`src/rtl/div_arb.sv`:
```
// Two-channel front end for a shared pipelined divider.
// A round-robin arbiter picks one request per cycle, limited by per-channel
// credits. A tag pipeline that matches the divider latency routes each
// quotient back to its channel and flags divide-by-zero results.
module div_arb #(
  parameter int LAT     = 32,
  parameter int MAX_OUT = 8
) (
  input  logic        clk,
  input  logic        rst_n,
  input  logic        req0_valid,
  output logic        req0_ready,
  input  logic [31:0] req0_dataa,
  input  logic [31:0] req0_datab,
  input  logic        req1_valid,
  output logic        req1_ready,
  input  logic [31:0] req1_dataa,
  input  logic [31:0] req1_datab,
  output logic [31:0] div_dataa,
  output logic [31:0] div_datab,
  input  logic [31:0] div_quotient,
  output logic        rsp0_valid,
  output logic        rsp1_valid,
  output logic [31:0] rsp_quot,
  output logic        rsp_dbz,
  output logic        idle
);

  // The credit counter must be able to hold MAX_OUT itself.
  localparam int CW = $clog2(MAX_OUT + 1);

  logic [CW-1:0]  r_cnt0;
  logic [CW-1:0]  r_cnt1;
  logic           r_ptr;       // 0: channel 0 wins a tie, 1: channel 1 wins
  logic [LAT-1:0] r_tag_vld;
  logic [LAT-1:0] r_tag_ch;
  logic [LAT-1:0] r_tag_dbz;

  logic        w_elig0;
  logic        w_elig1;
  logic        w_grant0;
  logic        w_grant1;
  logic        w_accept;
  logic        w_dbz_in;
  logic [31:0] w_opa;
  logic [31:0] w_opb;
  logic        w_rsp_vld;
  logic        w_rsp_ch;
  logic        w_rsp_dbz;
  logic        w_rsp0;
  logic        w_rsp1;

  // Credits move up on accept and down on response; both at once cancel.
  function automatic logic [CW-1:0] f_next_cnt(input logic [CW-1:0] cnt,
                                               input logic          acc,
                                               input logic          rsp);
    logic [CW-1:0] res;
    res = cnt;
    if (acc && !rsp && (cnt < CW'(MAX_OUT))) begin
      res = cnt + CW'(1);
    end else if (rsp && !acc && (cnt != '0)) begin
      res = cnt - CW'(1);
    end
    return res;
  endfunction

  // Eligibility uses the registered credit count, so a channel sitting at
  // MAX_OUT stays blocked even in the cycle its oldest result returns.
  assign w_elig0 = req0_valid && (r_cnt0 < CW'(MAX_OUT));
  assign w_elig1 = req1_valid && (r_cnt1 < CW'(MAX_OUT));

  // A lone eligible channel wins outright; on a tie the pointer decides.
  // Grants are held off while reset is asserted.
  assign w_grant0 = rst_n && w_elig0 && (!w_elig1 || (r_ptr == 1'b0));
  assign w_grant1 = rst_n && w_elig1 && (!w_elig0 || (r_ptr == 1'b1));
  assign w_accept = w_grant0 || w_grant1;

  assign req0_ready = w_grant0;
  assign req1_ready = w_grant1;

  // Route the winner's operands to the divider, zero when idle.
  // NOTE: every output of a combinational block gets a default on entry so
  // no path leaves it unassigned and no latch is inferred.
  always_comb begin
    w_opa    = '0;
    w_opb    = '0;
    w_dbz_in = 1'b0;
    if (w_grant0) begin
      w_opa    = req0_dataa;
      w_opb    = req0_datab;
      w_dbz_in = (req0_datab == '0);
    end else if (w_grant1) begin
      w_opa    = req1_dataa;
      w_opb    = req1_datab;
      w_dbz_in = (req1_datab == '0);
    end
  end

  assign div_dataa = w_opa;
  assign div_datab = w_opb;

  // The oldest tag slot lines up with the quotient currently leaving the divider.
  assign w_rsp_vld = r_tag_vld[LAT-1];
  assign w_rsp_ch  = r_tag_ch[LAT-1];
  assign w_rsp_dbz = r_tag_dbz[LAT-1];
  assign w_rsp0    = w_rsp_vld && !w_rsp_ch;
  assign w_rsp1    = w_rsp_vld && w_rsp_ch;

  assign rsp0_valid = w_rsp0;
  assign rsp1_valid = w_rsp1;
  assign rsp_dbz    = w_rsp_vld && w_rsp_dbz;
  assign rsp_quot   = !w_rsp_vld ? 32'h0 :
                      (w_rsp_dbz ? 32'hFFFF_FFFF : div_quotient);

  assign idle = (r_cnt0 == '0) && (r_cnt1 == '0) && (r_tag_vld == '0);

  // Tag pipeline: slot 0 takes the new acceptance, each slot shifts one per cycle.
  // NOTE: the tag slots are a shift register rather than a RAM, and they are
  // reset on purpose, because a stale valid bit would emit a phantom response.
  always_ff @(posedge clk or negedge rst_n) begin
    if (!rst_n) begin
      r_tag_vld <= '0;
      r_tag_ch  <= '0;
      r_tag_dbz <= '0;
    end else begin
      // NOTE: non-blocking assignments, so each slot takes its neighbour's
      // value from before this edge and the whole line shifts in lockstep.
      r_tag_vld[0] <= w_accept;
      r_tag_ch[0]  <= w_grant1;
      r_tag_dbz[0] <= w_accept && w_dbz_in;
      for (int i = 1; i < LAT; i++) begin
        r_tag_vld[i] <= r_tag_vld[i-1];
        r_tag_ch[i]  <= r_tag_ch[i-1];
        r_tag_dbz[i] <= r_tag_dbz[i-1];
      end
    end
  end

  // Credit counters and the round-robin pointer, which flips away from each winner.
  always_ff @(posedge clk or negedge rst_n) begin
    if (!rst_n) begin
      r_cnt0 <= '0;
      r_cnt1 <= '0;
      r_ptr  <= 1'b0;
    end else begin
      r_cnt0 <= f_next_cnt(r_cnt0, w_grant0, w_rsp0);
      r_cnt1 <= f_next_cnt(r_cnt1, w_grant1, w_rsp1);
      if (w_grant0) begin
        r_ptr <= 1'b1;
      end else if (w_grant1) begin
        r_ptr <= 1'b0;
      end
    end
  end

endmodule

```
`config.mk`:
```
export PLATFORM = sky130hd
export DESIGN_NAME = div_arb
export DESIGN_NICKNAME = d
export VERILOG_FILES = /design/src/rtl/div_arb.sv
export SDC_FILE = /design/constraint.sdc
export NUM_CORES = 1
export LEC_CHECK = 0
export CAP_MARGIN = 30
export CORE_MARGIN = 2
export CORE_UTILIZATION = 39
export CTS_BUF_LIST = sky130_fd_sc_hd__clkbuf_16
export DETAILED_ROUTE_END_ITERATION = 10
export PLACE_DENSITY = 0.86
export SLEW_MARGIN = 5
export SYNTH_ARGS = -nofsm -noshare
export SYNTH_HDL_FRONTEND = slang
export SYNTH_SLANG_ARGS = --single-unit
```
`constraint.sdc`:
```
create_clock -name clk -period 4.2 [get_ports clk]
set_clock_uncertainty 0.1 [all_clocks]
set_input_delay 0.84 -clock clk [delete_from_list [all_inputs] [get_ports clk]]
set_output_delay 0.84 -clock clk [all_outputs]
set_load 0.02 [all_outputs]
```
==> impl_metrics.env <==
export IMPL_worstSetupStartpointType="input pin"
export IMPL_setup_worst_path_end_class="primary output"
export IMPL_switch_share_pct=30.0
export IMPL_number_of_buffers_inserted_during_clock_tree_synthesis=9
export IMPL_leakage_nw=3.06
export IMPL_period_minus_slack_ps=4020
export IMPL_maxCapViolCount=0
export IMPL_synth_yosys_warnings=0
export IMPL_total_power_per_unit_cell_area_nw_per_um2=427
export IMPL_required_ps=3260
export IMPL_antenna_left=0
export IMPL_worst_setup_path_type="in2out"
export IMPL_final_hold_viol_count=0
export IMPL_synthDistinctLibCells=32
export IMPL_post_synth_instance_area_um2=4110
export IMPL_cp_max_fo=61
export IMPL_buffer_ports_inserted=265
export IMPL_setup_repair_after_global_routing_missed_its_margin="false"
export IMPL_grt_antenna_before_repair=0
export IMPL_placement_rows=37
export IMPL_post_cts_setup_buffer_count=0
export IMPL_leading_cell_types_by_total_area_after_synthesis="sky130_fd_sc_hd__dfrtp_1, sky130_fd_sc_hd__a22o_1, sky130_fd_sc_hd__o21a_1"
export IMPL_achievable_frequency_mhz=249
export IMPL_nets_final=736
export IMPL_synth_enable_flop_cells=0
export IMPL_syn_inst=307
export IMPL_antenna_cells=0
export IMPL_cts_clk_slew_worst_paths_ps=60
export IMPL_cts_root_buffer_cell="sky130_fd_sc_hd__clkbuf_16"
export IMPL_ir_drop_mv=0.300
export IMPL_power_report_internal_total_mw=2.15
export IMPL_setup_violations=0
export IMPL_die_x_um=107
export IMPL_hp_class="in2async"
export IMPL_total_half_perimeter_wirelength_after_legalization_and_detailed_placement_um=10700
export IMPL_global_route_overflow_total=0
export IMPL_pwr_share_seq_pct=41.0
export IMPL_cts_tree="done"
export IMPL_placeableCoreArea_um2=10300
export IMPL_tightest_slew_margin_relative_to_the_limit_pct=36.9
export IMPL_postCtsHoldBufs=0
export IMPL_die_area_um2=11400
export IMPL_ys_async_sr_fraction_pct=100
export IMPL_clock_latency_ps=330
export IMPL_worstReg2RegStart="r_cnt0[3]$_DFFE_PN0P_"
export IMPL_placement_setup_worst_slack_ps=193
export IMPL_rr_worst_depth=9
export IMPL_layout_area_overhead_vs_synth_pct=75.0
export IMPL_syn_avg_cell_area_um2=13.4
export IMPL_numClockSinks=105
export IMPL_synth_common_cells="sky130_fd_sc_hd__dfrtp_1, sky130_fd_sc_hd__a22o_1, sky130_fd_sc_hd__o21a_1"
export IMPL_min_period_over_period_pct=95.8
export IMPL_top_level_ports=266
export IMPL_yosys_area_top_type="sky130_fd_sc_hd__dfrtp_1"
export IMPL_number_of_synthesized_register_bits=105
export IMPL_gp_congestion=0.945
export IMPL_post_route_cells_drive_above_1_share_pct=4.75
export IMPL_vias=3684
export IMPL_status="completed"
export IMPL_grt_start_max_net_pins=72
export IMPL_post_layout_nonfiller_instances=705
export IMPL_regToRegEndpoint="r_cnt1[3]$_DFFE_PN0P_"
export IMPL_clockBufferDepth=2
export IMPL_finalSetupTns_ps=0
export IMPL_synth_most_common_cell="sky130_fd_sc_hd__dfrtp_1"
export IMPL_number_of_global_route_vias_before_repair=3788
export IMPL_power_switching_uw=922
export IMPL_synth_sequential_area_ratio_pct=63.9
export IMPL_yosys_most_used_dff="sky130_fd_sc_hd__dfrtp_1"
export IMPL_route_detailed_wl_per_inst_um=19.4
export IMPL_vias_per_cell=5.23
export IMPL_synth_top_cell_area_share_pct=63.9
export IMPL_grt_first_pass_wirelength_um=20000
export IMPL_tightest_slew_ps=947
export IMPL_regToRegSetupSlack_ps=1820
export IMPL_drtIter0Drc=215
export IMPL_initial_core_util_pct=40.0
export IMPL_cts_htree_levels=3
export IMPL_detailed_routing_iterations_pass_1=4
export IMPL_track_usage_pct=23.5
export IMPL_syn_nets=477
export IMPL_die_h_um=107
export IMPL_pwr_share_comb_pct=33.7
export IMPL_routed_wl_um=13700
export IMPL_route_detailed_drc=0
export IMPL_worst_ep_arrival_time_ps=3080
export IMPL_dpl_cell_count=691
export IMPL_postLayoutSetupSlackWorst_ps=177
export IMPL_finalMaxSlewViolations=0
export IMPL_share_clk_of_total_power_pct=25.2
export IMPL_postCtsResizedCells=0
[critical path, cell delays in order]
cell and delay [ps]:
sky130_fd_sc_hd__clkdlybuf4s50_1 480, sky130_fd_sc_hd__nand3b_1 150, sky130_fd_sc_hd__nor2_4 140, sky130_fd_sc_hd__buf_4 520
sky130_fd_sc_hd__a22o_1 300, sky130_fd_sc_hd__clkdlybuf4s50_1 630
[cells in the final DEF (no fill, tap or decap), types with 2 or more instances in the layout]
| cell | n |
|---|---|
| sky130_fd_sc_hd__o21ai_0 | 3 |
| sky130_fd_sc_hd__clkbuf_16 | 9 |
| sky130_fd_sc_hd__a22o_1 | 65 |
| sky130_fd_sc_hd__dfrtp_1 | 105 |
| sky130_fd_sc_hd__buf_4 | 5 |
| sky130_fd_sc_hd__ha_1 | 4 |
| sky130_fd_sc_hd__a21oi_1 | 2 |
| sky130_fd_sc_hd__nor2_1 | 4 |
| sky130_fd_sc_hd__nand2_1 | 6 |
| sky130_fd_sc_hd__nand3_1 | 4 |
| sky130_fd_sc_hd__xnor2_1 | 2 |
| sky130_fd_sc_hd__mux2_2 | 4 |
| sky130_fd_sc_hd__nand3b_1 | 2 |
| sky130_fd_sc_hd__nand4_1 | 6 |
| sky130_fd_sc_hd__o21a_1 | 32 |
| sky130_fd_sc_hd__mux2i_1 | 2 |
| sky130_fd_sc_hd__clkdlybuf4s50_1 | 264 |
| sky130_fd_sc_hd__fa_1 | 2 |
| sky130_fd_sc_hd__xor2_1 | 2 |
| sky130_fd_sc_hd__inv_1 | 3 |
| sky130_fd_sc_hd__nor4_1 | 26 |
[registers in the layout, summed over array words and instances, names as in the netlist]
register,flops
r_ptr,1
r_cnt1,4
r_tag_ch,32
r_tag_vld,32
r_tag_dbz,32
r_cnt0,4
[power by group through the flow]
| stage | Clock, mW | Combinational, mW | Sequential, mW |
|---|---|---|---|
| after global placement | 0 | 0.996 | 1.27 |
| after floorplan | 0 | 0.525 | 1.24 |
| after CTS | 0.800 | 1.04 | 1.26 |
| after detailed placement | 0 | 1.03 | 1.27 |
| final | 0.776 | 1.04 | 1.26 |
| after global routing | 0.842 | 1.11 | 1.28 |
[final cells by class]
cell class | count | area (um2)
multi-input combinational | 177 | 1390
inverter | 2 | 7.51
timing repair buffer | 271 | 2730
clock inverter | 5 | 50.0
tap | 136 | 170
fill | 736 | 3080
clock buffer | 9 | 225
sequential | 105 | 2630
[metrics by stage]
stage          total power, mW  utilization [%]  hold slack (ps)  cell area [um2]
2_1_floorplan             1.77                -              231             4110
3_3_place_gp              2.26             67.1              236             6890
3_5_place_dp              2.31             67.3              235             6920
4_1_cts                   3.10             70.0              214             7200
5_1_grt                   3.23             70.0              220             7200
6_report                  3.07             70.0              226             7200
[how the worst max path moves through the flow]
stage	slack, ps	to	startpoint
CTS	190	div_dataa[17]	req1_valid
floorplan	1310	div_datab[25]	rst_n
global route	120	div_dataa[27]	req1_valid
global placement	210	div_dataa[27]	req1_valid
finish	180	div_dataa[17]	req1_valid
detailed placement	190	div_dataa[17]	req1_valid
[logic make-up after synthesis]
logic type | after synthesis | share of synthesized area, %
compound gates | 105 | 21.0
xor+xnor | 4 | 0.852
fa+ha+maj | 6 | 2.19
buf+inv | 25 | 2.53
flops | 105 | 63.9
mux | 6 | 1.58
simple gates | 56 | 7.97
[routing by layer]
metal,share of wire (%),GRT usage [%],routed length [um],vias up
li1,-,-,-,1691
met1,37,26.3,5060,1783
met2,53,42.0,7220,194
met3,8.8,8.51,1210,16
met4,1.5,6.86,211,0
met5,0,0,0,-
(Power assumes the default switching activity.)
